[src/rtl/uart_rx_if.sv]
// uart_rx_if: serial line input and received-byte/status outputs of the UART receiver.
interface uart_rx_if;
    logic       rx;
    logic [7:0] data;
    logic       data_valid;
    logic       framing_err;
    logic       parity_err;
    logic       busy;
    modport master (output rx, input data, data_valid, framing_err, parity_err, busy);
    modport slave  (input rx, output data, data_valid, framing_err, parity_err, busy);
endinterface

[src/rtl/uart_rx.sv]
// uart_rx: 16x oversampled UART receiver, 8N1 by default or 8E1 with UART_RX_PARITY_EN defined.
// Holds the last good byte on data and pulses exactly one strobe per accepted or rejected frame.
module uart_rx #(
    parameter int CLK_FREQ = 50_000_000,
    parameter int BAUD     = 9600
) (
    input  logic     clk,
    input  logic     reset,
    uart_rx_if.slave bus
);
    localparam int DIV = CLK_FREQ / (BAUD * 16);
    localparam int CW  = (DIV > 1) ? $clog2(DIV) : 1;
`ifdef UART_RX_PARITY_EN
    typedef enum logic [2:0] {IDLE, START, DATA, PARITY, STOP} state_t;
    localparam state_t AFTER_DATA = PARITY;
`else
    typedef enum logic [2:0] {IDLE, START, DATA, STOP} state_t;
    localparam state_t AFTER_DATA = STOP;
`endif
    state_t        state_q, state_d;
    logic          rx_meta_q, rx_s_q, rx_s_d_q;
    logic [CW-1:0] div_q, div_d;
    logic [3:0]    tcnt_q, tcnt_d;
    logic [2:0]    bit_q, bit_d;
    logic [7:0]    shift_q, shift_d, data_q, data_d;
    logic          dv_q, dv_d, fe_q, fe_d;
    logic          tick, mid, last, stop_now;
`ifdef UART_RX_PARITY_EN
    logic          par_bad_q, par_bad_d, pe_q, pe_d;
`endif

    always_ff @(posedge clk) begin
        if (reset) begin
            state_q   <= IDLE;
            rx_meta_q <= 1'b1;
            rx_s_q    <= 1'b1;
            rx_s_d_q  <= 1'b1;
            div_q     <= '0;
            tcnt_q    <= 4'd0;
            bit_q     <= 3'd0;
            shift_q   <= 8'h00;
            data_q    <= 8'h00;
            dv_q      <= 1'b0;
            fe_q      <= 1'b0;
`ifdef UART_RX_PARITY_EN
            par_bad_q <= 1'b0;
            pe_q      <= 1'b0;
`endif
        end else begin
            state_q   <= state_d;
            rx_meta_q <= bus.rx;
            rx_s_q    <= rx_meta_q;
            rx_s_d_q  <= rx_s_q;
            div_q     <= div_d;
            tcnt_q    <= tcnt_d;
            bit_q     <= bit_d;
            shift_q   <= shift_d;
            data_q    <= data_d;
            dv_q      <= dv_d;
            fe_q      <= fe_d;
`ifdef UART_RX_PARITY_EN
            par_bad_q <= par_bad_d;
            pe_q      <= pe_d;
`endif
        end
    end

    // START samples mid-bit at tcnt 7; every later bit is 16 ticks on, i.e. tcnt 15 after the clear
    always_comb begin
        state_d = state_q;
        case (state_q)
            IDLE:    state_d = (rx_s_d_q && !rx_s_q) ? START : IDLE;
            START:   state_d = !mid ? START : rx_s_q ? IDLE : DATA;
            DATA:    state_d = (last && bit_q == 3'd7) ? AFTER_DATA : DATA;
`ifdef UART_RX_PARITY_EN
            PARITY:  state_d = last ? STOP : PARITY;
`endif
            STOP:    state_d = last ? IDLE : STOP;
            default: state_d = IDLE;
        endcase
    end

    always_comb begin
        tick     = div_q == CW'(DIV - 1);
        div_d    = tick ? '0 : div_q + 1'b1;
        mid      = tick && tcnt_q == 4'd7;
        last     = tick && tcnt_q == 4'd15;
        tcnt_d   = (state_d != state_q) ? 4'd0 : tcnt_q + {3'd0, tick};
        bit_d    = (state_q != DATA) ? 3'd0 : bit_q + {2'd0, last};
        shift_d  = (state_q == DATA && last) ? {rx_s_q, shift_q[7:1]} : shift_q;
        stop_now = state_q == STOP && last;
`ifdef UART_RX_PARITY_EN
        par_bad_d = (state_q == PARITY && last) ? (rx_s_q != ^shift_q) : par_bad_q;
        pe_d      = stop_now && rx_s_q && par_bad_q;
        dv_d      = stop_now && rx_s_q && !par_bad_q;
`else
        dv_d      = stop_now && rx_s_q;
`endif
        fe_d     = stop_now && !rx_s_q;
        data_d   = dv_d ? shift_q : data_q;
    end

    always_comb begin
        bus.busy        = state_q != IDLE;
        bus.data        = data_q;
        bus.data_valid  = dv_q;
        bus.framing_err = fe_q;
`ifdef UART_RX_PARITY_EN
        bus.parity_err  = pe_q;
`else
        bus.parity_err  = 1'b0;
`endif
    end
endmodule

[src/flat_wrapper.sv]
// flat-port wrapper written by rule: the top's interface ports become plain ports
module uart_rx_flat 
#(
    parameter int CLK_FREQ = 50_000_000,
    parameter int BAUD     = 9600
)
  (clk, reset, bus_rx, bus_data, bus_data_valid, bus_framing_err, bus_parity_err, bus_busy);
  uart_rx_if bus_i ();
  input  logic clk;
  input  logic reset;
  input wire logic [$bits(bus_i.rx)-1:0] bus_rx;
  output wire logic [$bits(bus_i.data)-1:0] bus_data;
  output wire logic [$bits(bus_i.data_valid)-1:0] bus_data_valid;
  output wire logic [$bits(bus_i.framing_err)-1:0] bus_framing_err;
  output wire logic [$bits(bus_i.parity_err)-1:0] bus_parity_err;
  output wire logic [$bits(bus_i.busy)-1:0] bus_busy;
  assign bus_i.rx = bus_rx;
  assign bus_data = bus_i.data;
  assign bus_data_valid = bus_i.data_valid;
  assign bus_framing_err = bus_i.framing_err;
  assign bus_parity_err = bus_i.parity_err;
  assign bus_busy = bus_i.busy;
  uart_rx #(.CLK_FREQ(CLK_FREQ), .BAUD(BAUD)) u_core (.clk(clk), .reset(reset), .bus(bus_i));
endmodule
[config.mk]
export PLATFORM = sky130hd
export DESIGN_NAME = uart_rx_flat
export DESIGN_NICKNAME = d
export VERILOG_FILES = /design/src/rtl/uart_rx_if.sv /design/src/rtl/uart_rx.sv /design/src/flat_wrapper.sv
export SDC_FILE = /design/constraint.sdc
export NUM_CORES = 1
export LEC_CHECK = 0
export BUFFER_PORTS_ARGS = -buffer_cell sky130_fd_sc_hd__buf_2
export CAP_MARGIN = 15
export CORE_ASPECT_RATIO = 1.1
export CORE_UTILIZATION = 30
export DETAILED_ROUTE_END_ITERATION = 6
export SLEW_MARGIN = 10
export SYNTH_ARGS = -nofsm -noshare
export SYNTH_HDL_FRONTEND = slang
export SYNTH_SLANG_ARGS = --single-unit
[constraint.sdc]
create_clock -name clk -period 2.5 [get_ports clk]
set_clock_uncertainty 0.15 [all_clocks]
set_input_delay 0.75 -clock clk [delete_from_list [all_inputs] [get_ports clk]]
set_output_delay 0.75 -clock clk [all_outputs]
set_load 0.01 [all_outputs]
== Word-level counts from Yosys, hierarchy flattened ==
Index checks and enable logic that the tools add are counted.
Word-level totals
  register bits: 40
  input port bits: 3
  output and inout bits: 12
  word-level logic and storage cells: 43
Operators by class
  add/sub/neg operators: 3
  equal/unequal tests: 9
  muxes and demuxes: 6
  reduce and logical (&&, ||, !) cells: 14
Operator list (number)
  $pmux W3 S4: 1
  $add A9 B1 Y9 const B: 1
  $eq A9 B9 Y1 const B: 1
  $logic_and A1 B1 Y1: 8
  $eq A3 B2 Y1 const B: 2
  $reduce_or A2 Y1: 3
  $add A4 B1 Y4: 1
  $eq A4 B3 Y1 const B: 1
  $eq A4 B4 Y1 const B: 1
  $mux W2: 2
  $add A3 B1 Y3: 1
  $eq A3 B1 Y1 const B: 1
  $eq A3 B3 Y1 const B: 1
  $logic_not A3 Y1: 1
  $mux W3: 1
  $ne A3 B2 Y1 const B: 1
  $ne A3 B3 Y1: 1
  $reduce_bool A3 Y1: 1
  $mux W1: 2
  $logic_not A1 Y1: 1

== Logic depth before layout (Yosys ltp) ==
Gate-level depths: netlist of run 1.
  depth in word-level cells: 7
  mapped depth: 10
  depth with buffers taken out: 9

== Worst setup path before layout of run 1 ==
No wires, ideal clock.
  path kind: reg-to-reg
  start: register u_core.div_q[0]
  end: register u_core.bit_q[1]
  setup time: 0.130 ns
  data arrival time: 1.661 ns
  required time: 2.220 ns
  path slack: 0.559 ns
  stages on the path, launching flop included: 10
  buffers on the path: 1
  period minus slack after synthesis: 1.941 ns
  cell sequence: dfxtp_1 inv_1 ha_1 and4b_1 clkbuf_1 nand3_1 inv_1 ha_1 ha_1 nor3b_1
Between the ends
  cells in the longest elaborated chain, start to end: 3
Ends and longest elaborated chain
  from (decl): RTL line uart_rx.sv:22  | logic [CW-1:0] div_q, div_d;
  from (signal assigned): RTL line uart_rx.sv:54  | div_q <= div_d;
  $eq A9 B9 Y1: RTL line uart_rx.sv:84  | tick = div_q == CW'(DIV - 1);
  $logic_and A1 B1 Y1: RTL line uart_rx.sv:87  | last = tick && tcnt_q == 4'd15;
  $add A3 B1 Y3: RTL line uart_rx.sv:89  | bit_d = (state_q != DATA) ? 3'd0 : bit_q + {2'd0, last};
  to (signal assigned): RTL line uart_rx.sv:56  | bit_q <= bit_d;
  to (decl): RTL line uart_rx.sv:24  | logic [2:0] bit_q, bit_d;
No other way between the ends.
A chain may end at the register's enable or synchronous reset.

== Worst setup path after layout of run 1 ==
  start: register u_core.div_q[0]
  end: register u_core.bit_q[2]
The elaborated chain is that of the path after synthesis.

==> results of run 1 <==
sequential cells by signal, indices dropped and copies added (netlist names):
| name | count |
|---|---|
| u_core.bit_q | 3 |
| u_core.bus.data | 8 |
| u_core.bus.data_valid | 1 |
| u_core.bus.framing_err | 1 |
| u_core.div_q | 9 |
| u_core.rx_meta_q | 1 |
| u_core.rx_s_d_q | 1 |
| u_core.rx_s_q | 1 |
| u_core.shift_q | 8 |
| u_core.state_q | 2 |
| u_core.tcnt_q | 4 |
cell type report:
type | instances | area [um^2]
fillers | 516 | 3240
flip-flops and latches | 39 | 781
multi-input cells | 111 | 763
repair buffers | 14 | 72.6
well taps | 58 | 72.6
clock buffers | 5 | 68.8
clock inverters | 3 | 43.8
inverters | 7 | 26.3
cell usage in the layout (no fill, tap or decap), drive strengths merged, types with 2 or more instances in the layout:
master	synthesis	routed
nand4	3	3
nand2	5	5
clkinv	0	2
buf	2	14
nand3	7	7
mux2i	17	17
inv	7	7
clkbuf	6	5
and3	5	5
ha	6	6
a21oi	3	3
nor3b	5	5
nand2b	2	2
xnor2	6	6
nor3	4	4
or2	5	5
dfxtp	39	39
xor2	4	4
nor2	28	28
layer usage:
layer,GRT usage [%],share of wire (%)
met1,12.9,50
met2,15.4,45
met3,3.05,2.9
met4,3.53,1.5
met5,0,0
synthesized netlist by cell type:
| cell | instances | area share, % |
|---|---|---|
| o21a_1 | 1 | 0.47 |
| or3_1 | 1 | 0.39 |
| nor2b_1 | 1 | 0.39 |
| or2_2 | 5 | 1.9 |
| nor3_1 | 4 | 1.2 |
| nand2_2 | 1 | 0.39 |
| mux2i_1 | 17 | 11 |
| and3_2 | 1 | 0.47 |
| a41oi_1 | 1 | 0.55 |
| nand2b_1 | 2 | 0.78 |
| clkbuf_1 | 6 | 1.4 |
| ha_1 | 6 | 4.7 |
| and3_1 | 4 | 1.6 |
| dfxtp_1 | 39 | 49 |
| buf_4 | 1 | 0.47 |
| nor4b_4 | 1 | 1.5 |
| nand4_1 | 2 | 0.78 |
| xnor2_1 | 6 | 3.3 |
| nor2_1 | 28 | 6.5 |
| nand3b_1 | 1 | 0.47 |
| and4_1 | 1 | 0.55 |
| and4b_1 | 1 | 0.62 |
| nand2_1 | 4 | 0.94 |
| buf_2 | 1 | 0.31 |
| xor2_1 | 4 | 2.2 |
| o211ai_1 | 1 | 0.47 |
| conb_1 | 1 | 0.23 |
| o21ai_0 | 1 | 0.31 |
| nand3_1 | 7 | 2.2 |
| nor3b_1 | 5 | 2.3 |
| inv_1 | 7 | 1.6 |
| nand4_2 | 1 | 0.78 |
| a21oi_1 | 3 | 0.94 |
cell families (layout without fill, tap and decap cells):
kind of cell,Yosys count,after routing,synth area share (%)
mux,17,17,10.6
fa+ha+maj,6,6,4.68
buf+inv,15,29,3.82
other cells,1,1,0.234
flops,39,39,48.6
simple gates,70,70,23.9
xor+xnor,10,10,5.46
compound gates,7,7,2.73
worst min-delay path by stage:
stage / start / end / slack, ns / cells after the start
floorplan: u_core.rx_meta_q / u_core.rx_s_q / 0.24 / 1
global placement: u_core.rx_meta_q / u_core.rx_s_q / 0.24 / 1
detailed placement: u_core.rx_meta_q / u_core.rx_s_q / 0.25 / 1
CTS: u_core.rx_meta_q / u_core.rx_s_q / 0.27 / 1
global route: u_core.rx_meta_q / u_core.rx_s_q / 0.28 / 1
finish: u_core.rx_meta_q / u_core.rx_s_q / 0.26 / 1
through the flow:
| step | area, um^2 | instances | hold slack, ns | power (mW) |
|---|---|---|---|---|
| after global routing | 1830 | 237 | 0.281 | 1.24 |
| after global placement | 1720 | 229 | 0.242 | 0.693 |
| after CTS | 1830 | 237 | 0.268 | 1.21 |
| after detailed placement | 1720 | 229 | 0.249 | 0.694 |
| after floorplan | 1610 | 165 | 0.239 | 0.683 |
| final | 1830 | 237 | 0.264 | 1.19 |
power by group through the flow:
| stage | combinational (mW) | clock (mW) | sequential (mW) |
|---|---|---|---|
| after CTS | 0.0426 | 0.532 | 0.637 |
| after floorplan | 0.0342 | 0 | 0.649 |
| after detailed placement | 0.0425 | 0 | 0.652 |
| final | 0.0419 | 0.515 | 0.637 |
| after global routing | 0.0479 | 0.554 | 0.638 |
| after global placement | 0.0420 | 0 | 0.651 |
==> flow_summary.toml, run 1 <==
[critical_path]
critical_path_class = "flip-flop to flip-flop"
crit_cells = 9
crit_required_ns = 2.52
crit_start = "u_core.div_q[0]"
worstPathArrival_ns = 2.08
max_stage_delay_ns = 0.39
cpMostUsedCell = "ha_1"
crit_path_end_kind = "flip-flop"
path_cells = "inv_1 -> ha_1 -> and4b_1 -> nand3_1 -> inv_1 -> ha_1 -> ha_1 -> xnor2_1 -> nor3_1"
slowest_stage = "dfxtp_1"
crit_family = "adder cells"
r2r_cells = 9
reg2reg_from = "u_core.div_q[0]"
critPathBufInv = 2
setup.worst_path.end = "u_core.bit_q[2]"
cp-start-kind = "flip-flop"
timing.rr.end = "u_core.bit_q[2]"
rrSetupSlack_ns = 0.44
cp_max_fo = 5

[logic_synthesis]
ys_types = 33
avgSynthCellArea_um2 = 9.73
synthCells = 165
syn-cell-area_mm2 = 0.00161
ys_warn_count = 0
ys_seq_area_share_pct = 48.6
synth_seq_cells = 39
syn_nets = 174

[global_routing]
grt-ovfl-total = 0
antenna_found_initial = 0
grt_max_degree = 26
grt_pass1_wl_um = 4400
grt.total_usage_pct = 9.91
first_global_vias = 988

[routing]
num_vias = 1086
dr.pass1.iters = 4
wl_um = 2520
routed_via_density = 4.58
drt_iter0_markers = 30
ant_nets = 0
wire_per_inst_um = 10.6
drcViolationCount = 0

[cts]
cts.sinks = 39
htree_num_levels = 2
tritoncts = "done"
cts_setup_buffers = 0
cts-root-buf = "clkbuf_8"
postCtsHoldBufs = 0
numCtsBuffers = 5
clock_path_buffers = 2
path_clk_slew_ns = 0.07
cts-resized-gates = 0
clk-insertion-delay-late_ns = 0.29

[pwr]
clockPowerShare_pct = 43.2
power_leakage_nw = 0.870
swShare_pct = 21.0
internal-power_mw = 0.943
power.density_mw_per_mm2 = 653
ir_drop_mv = 0.442
switching_power_mw = 0.251
combPwrFrac_pct = 3.5
p_seq_share_pct = 53.3

[die]
rows = 27
start_util_pct = 31.7
die_area_mm2 = 0.00565
core_area_mm2 = 0.00507
dieWidth_um = 71.7
die-height_um = 78.7
io_pins = 15

[sta]
tightest_slew_ns = 0.599
min_period_ns = 2.06
fin_setup_tns_ns = 0
finalCritPeriodShare_pct = 82.4
slew_viol_final = 0
rsz0062_at_grt = "no"
finalSetupViolCount = 0
finalWorstSetupSlack_ns = 0.439
hold_viol = 0
maxSlewHeadroom_pct = 59.9
fmax_mhz = 485

[run_status]
status = "completed"

[final_layout]
post-route-util_pct = 36.1
fin_nets = 187
syn2layout_area_growth_pct = 13.9
num_antenna_cells = 0
drive_above_1_share_pct = 17.3

[job]
maxCapViolCount = 0

[min_path]
hp-class = "flip-flop to flip-flop"

[placement]
io_buffers = 13
gp_congestion = 0.755
dp_slack_ns = 0.429
dp_hpwl_um = 1850
Note: power is estimated with default switching activity, not from simulation.
==> run 2, diff against run 1 <==
--- a/config.mk
+++ b/config.mk
@@ -5,6 +5,7 @@
 export SDC_FILE = /design/constraint.sdc
 export NUM_CORES = 1
 export LEC_CHECK = 0
+export ABC_AREA = 1
 export BUFFER_PORTS_ARGS = -buffer_cell sky130_fd_sc_hd__buf_2
 export CAP_MARGIN = 15
 export CORE_ASPECT_RATIO = 1.1
==> constraint.sdc (replaced) <==
create_clock -name clk -period 2 [get_ports clk]
set_clock_uncertainty 0.15 [all_clocks]
set_input_delay 0.6 -clock clk [delete_from_list [all_inputs] [get_ports clk]]
set_output_delay 0.6 -clock clk [all_outputs]
set_load 0.01 [all_outputs]
==> run 2 against run 1 <==
Against the previous run: sequential share of layout area down 1.8 points; synthesized cell count is 27% higher; clock power increased by 27%; power increased by 25%; first-iteration DRC count rose by 6.7%; combinational power increased by 12%; final cell count up 27%; via count grew 20%; worst hold slack is essentially flat; sequential power increased by 24%; critical path depth shrank 7; register-to-register slack lost 0.18 ns; critical path type is now flip-flop to output port; critical endpoint is now bus_busy.
==> flow_summary.toml, run 2 <==
[run_status]
status = "completed"

[placement]
gp_congestion = 0.788
dp_hpwl_um = 2110
io_buffers = 13

[routing]
drt_iter0_markers = 32
dr.pass1.iters = 4
num_vias = 1302
wl_um = 2880
routed_via_density = 4.33
drcViolationCount = 0
wire_per_inst_um = 9.56
top_layer = "met4"
wl_met1_um = 1430
ant_nets = 0
wl_met3_um = 98
met2RoutedLength_um = 1330

[global_routing]
antenna_found_initial = 0
first_global_vias = 1266
grt-ovfl-total = 0
grt.total_usage_pct = 11.8
grt_max_degree = 19
grt_pass1_wl_um = 5320

[logic_synthesis]
synthCells = 210
synthArstFlopShare_pct = 0
synth_most_common_cell = "nor2_1"
synth-edff-count = 0
syn_nets = 219
synth_top_cell_area_share_pct = 47.3
synth_seq_cells = 39
ys_seq_area_share_pct = 47.3
syn-cell-area_mm2 = 0.00165
synthTopCellsByCount = "nor2_1, dfxtp_1, inv_1, nand2_1, o21ai_0"
avgSynthCellArea_um2 = 7.85
synth_area_leaders = "dfxtp_1, nor2_1, o21ai_0"
yosys.area.top_type = "dfxtp_1"
ys.flop_type = "dfxtp_1"
ys_warn_count = 0
ys_types = 26

[cts]
clock_path_buffers = 2
cts.sinks = 39
cts-root-buf = "clkbuf_8"
tritoncts = "done"
postCtsHoldBufs = 0
cts_setup_buffers = 0
numCtsBuffers = 5
cts-resized-gates = 0
htree_num_levels = 2
path_clk_slew_ns = 0.08
clk-insertion-delay-late_ns = 0.29

[die]
dieWidth_um = 72.7
die-height_um = 79.8
rows = 27
io_pins = 15
die_area_mm2 = 0.00580
start_util_pct = 32.1
core_area_mm2 = 0.00513

[sta]
fmax_mhz = 546
slew_viol_final = 0
min_period_ns = 1.83
rsz0062_at_grt = "no"
whs_ns = 0.265
finalCritPeriodShare_pct = 91.6
finalSetupViolCount = 0
hold_viol = 0
fin_setup_tns_ns = 0

[critical_path]
cp-start-kind = "flip-flop"
max_stage_delay_ns = 0.35
critical_path_class = "flip-flop to output port"
crit_path_end_kind = "output port"
path_cells = "or2_2 -> buf_2"
slowest_stage = "dfxtp_1"
crit_required_ns = 1.25
cp_max_fo = 5
worstPathArrival_ns = 1.08

[pwr]
ir_drop_mv = 0.429
power.density_mw_per_mm2 = 782
power_leakage_nw = 0.928

[min_path]
hp-class = "flip-flop to flip-flop"

[final_layout]
largest_register_ffs = 9
drive_above_1_share_pct = 17.0
top_register = "u_core.div_q"
num_antenna_cells = 0
final_common_cell = "nor2_1"
syn2layout_area_growth_pct = 15.7
post-route-util_pct = 37.2
layout_common_cells = "nor2_1, dfxtp_1, inv_1"
fin_nets = 237

[job]
maxCapViolCount = 0
run 2: cell types whose count changed after synthesis, sizes merged, moves of 4 or more:
cell	delta
o21ai	+18
xnor2	-4
nand2	+20
and3	-4
mux2i	-17
inv	+20
clkbuf	-6
nor2	+30
run 2: cell type report:
| class | instances | area [um^2] |
|---|---|---|
| inverter | 27 | 101 |
| timing repair buffer | 14 | 72.6 |
| tap | 72 | 90.1 |
| clock buffer | 5 | 68.8 |
| multi-input combinational | 141 | 751 |
| fill | 554 | 3230 |
| sequential | 39 | 781 |
| clock inverter | 3 | 43.8 |
run 2: worst max-delay path: cells and delay by family, from the launching register on:
family | cells | cell delay [ns]
buf+inv | 1 | 0.15
flops | 1 | 0.35
simple gates | 1 | 0.30
run 2: worst paths after layout:
kind / to / slack (ns) / from / cells after the start
worst min-delay path: u_core.rx_s_q / 0.26 / u_core.rx_meta_q / 1
worst min register to register: u_core.rx_s_q / 0.26 / u_core.rx_meta_q / 1
worst max-delay path: bus_busy / 0.17 / u_core.state_q[0] / 2
worst max register to register: u_core.bit_q[2] / 0.26 / u_core.div_q[0] / 10
run 2: where the power goes:
part	switching, mW	total [mW]	leakage, nW	internal [mW]
sequential	0.00696	0.791	0.315	0.784
clock	0.282	0.654	0.0581	0.372
combinational	0.0298	0.0471	0.555	0.0173
run 2: per-layer routing:
| metal | vias to the layer above | global-route usage (%) |
|---|---|---|
| li1 | 693 | - |
| met1 | 591 | 14.0 |
| met2 | 16 | 19.7 |
| met3 | 2 | 3.79 |
| met4 | 0 | 4.12 |
| met5 | - | 0 |
run 2: cells by family after synthesis:
kind of cell,count (synthesis),synth area share [%]
AND/OR/NAND/NOR,105,31.0
flip-flops,39,47.3
buffers and inverters,30,7.13
AO/OA/AOI/OAI,25,7.66
adder cells (fa/ha/maj),6,4.55
XOR/XNOR,4,2.12
other,1,0.227
run 2: per-stage QoR:
stage,cell area (um^2),total power [mW],std cells,setup slack (ns)
4_1_cts,1910,1.52,301,0.156
6_report,1910,1.49,301,0.168
3_3_place_gp,1800,0.856,293,0.292
3_5_place_dp,1800,0.857,293,0.262
5_1_grt,1910,1.56,301,0.0872
2_1_floorplan,1650,0.845,210,0.374
==> run 3, diff against run 2 <==
--- a/config.mk
+++ b/config.mk
@@ -9,8 +9,9 @@
 export BUFFER_PORTS_ARGS = -buffer_cell sky130_fd_sc_hd__buf_2
 export CAP_MARGIN = 15
 export CORE_ASPECT_RATIO = 1.1
-export CORE_UTILIZATION = 30
+export CORE_UTILIZATION = 57
 export DETAILED_ROUTE_END_ITERATION = 6
+export PLACE_DENSITY = 0.77
 export SLEW_MARGIN = 10
 export SYNTH_ARGS = -nofsm -noshare
 export SYNTH_HDL_FRONTEND = slang
==> run 3 against run 2 <==
Against the previous run: via count increased by 3.6%; critical path depth unchanged; non-clock buffer count unchanged; first-iteration DRC count grew 3.1%; sequential power barely moved; global-route usage up 12 points; final area shrank 3.9%; clock power down 14%; largest cell class unchanged.
==> flow_summary.toml, run 3 (synthesis gave the netlist of run 2 again) <==
[run_status]
status = "completed"

[min_path]
hp-class = "flip-flop to flip-flop"

[critical_path]
cp_max_fo = 5
worstPathArrival_ns = 1.16
cp-start-kind = "flip-flop"
crit_path_end_kind = "output port"
critical_path_class = "flip-flop to output port"
crit_required_ns = 1.25

[global_routing]
first_global_vias = 1351
antenna_found_initial = 0
grt.total_usage_pct = 23.7
grt_max_degree = 17
grt-ovfl-total = 0
grt_pass1_wl_um = 5410

[die]
io_pins = 15
dieWidth_um = 53.3
die_area_mm2 = 0.00311
start_util_pct = 59.9
core_area_mm2 = 0.00275
rows = 20
die-height_um = 58.4

[final_layout]
top_register = "u_core.div_q"
post-route-util_pct = 66.6
largest_register_ffs = 9
fin_nets = 237
syn2layout_area_growth_pct = 11.2
stdcell_count = 262
drive_above_1_share_pct = 17.0
num_antenna_cells = 0
layout_common_cells = "nor2_1, dfxtp_1, inv_1"
final_common_cell = "nor2_1"

[sta]
min_period_ns = 1.91
finalWorstSetupSlack_ns = 0.0878
finalCritPeriodShare_pct = 95.6
fin_setup_tns_ns = 0
hold_viol = 0
finalSetupViolCount = 0
rsz0062_at_grt = "no"
fmax_mhz = 523
slew_viol_final = 0

[placement]
dp_hpwl_um = 2320
placedCellCount = 254
gp_congestion = 0.830
dp_slack_ns = 0.252
io_buffers = 13

[pwr]
power.density_mw_per_mm2 = 764
ir_drop_mv = 0.521
swShare_pct = 21.6
p_seq_share_pct = 56.6
switching_power_mw = 0.302
internal-power_mw = 1.10
total_power_mw = 1.40
clockPowerShare_pct = 40.0
power_leakage_nw = 0.918
combPwrFrac_pct = 3.4

[cts]
tritoncts = "done"
numCtsBuffers = 5
clock_path_buffers = 2
htree_num_levels = 2
cts_setup_buffers = 0
path_clk_slew_ns = 0.12
cts.sinks = 39
cts-resized-gates = 0
cts-root-buf = "clkbuf_4"
postCtsHoldBufs = 0
clk-insertion-delay-late_ns = 0.35

[job]
maxCapViolCount = 0

[routing]
drt_iter0_markers = 33
ant_nets = 0
num_vias = 1349
wl_um = 3150
drcViolationCount = 0
dr.pass1.iters = 4
routed_via_density = 5.15
wire_per_inst_um = 12.0
[run 3: cell types whose count changed in the layout (fill, tap and decap cells not counted), sizes merged]
cell and delta:
clkbuf +1, clkinv -1
[run 3: power by group through the flow]
| stage | combinational (mW) | clock (mW) | sequential (mW) |
|---|---|---|---|
| CTS | 0.0471 | 0.567 | 0.792 |
| detailed placement | 0.0471 | 0 | 0.810 |
| global route | 0.0535 | 0.603 | 0.794 |
| finish | 0.0475 | 0.560 | 0.792 |
| global placement | 0.0449 | 0 | 0.809 |
| floorplan | 0.0369 | 0 | 0.808 |
[run 3: cell type report]
| type | instances | area (um^2) |
|---|---|---|
| inverter | 27 | 101 |
| clock buffer | 6 | 51.3 |
| multi-input combinational | 141 | 751 |
| clock inverter | 2 | 35.0 |
| fill | 253 | 920 |
| timing repair buffer | 14 | 72.6 |
| sequential | 39 | 781 |
| tap | 33 | 41.3 |
[run 3: worst paths after layout]
kind,from,endpoint,slack [ns],cells past startpoint
max,u_core.state_q[0],bus_busy,0.09,2
min,u_core.rx_meta_q,u_core.rx_s_q,0.29,1
max reg2reg,u_core.div_q[0],u_core.bus.data[3],0.23,11
min reg2reg,u_core.rx_meta_q,u_core.rx_s_q,0.29,1
[run 3: critical path, cell delays in order (launching register included)]
cell and delay [ns]:
dfxtp_1 0.37, or2_2 0.30, buf_2 0.14
[run 3: metal layers]
metal / track usage [%] / up-vias / routed length [um] / share of wire (%)
li1: - / 700 / - / -
met1: 26.6 / 611 / 1310 / 42
met2: 41.1 / 35 / 1680 / 53
met3: 5.94 / 3 / 124 / 3.9
met4: 11.3 / 0 / 30 / 0.95
met5: 0 / - / 0 / 0
[run 3: metrics by stage]
step           hold WS [ns]  instance area [um^2]
5_1_grt               0.295                  1830
6_report              0.288                  1830
2_1_floorplan         0.239                  1650
3_5_place_dp          0.273                  1750
3_3_place_gp          0.246                  1750
4_1_cts               0.284                  1830
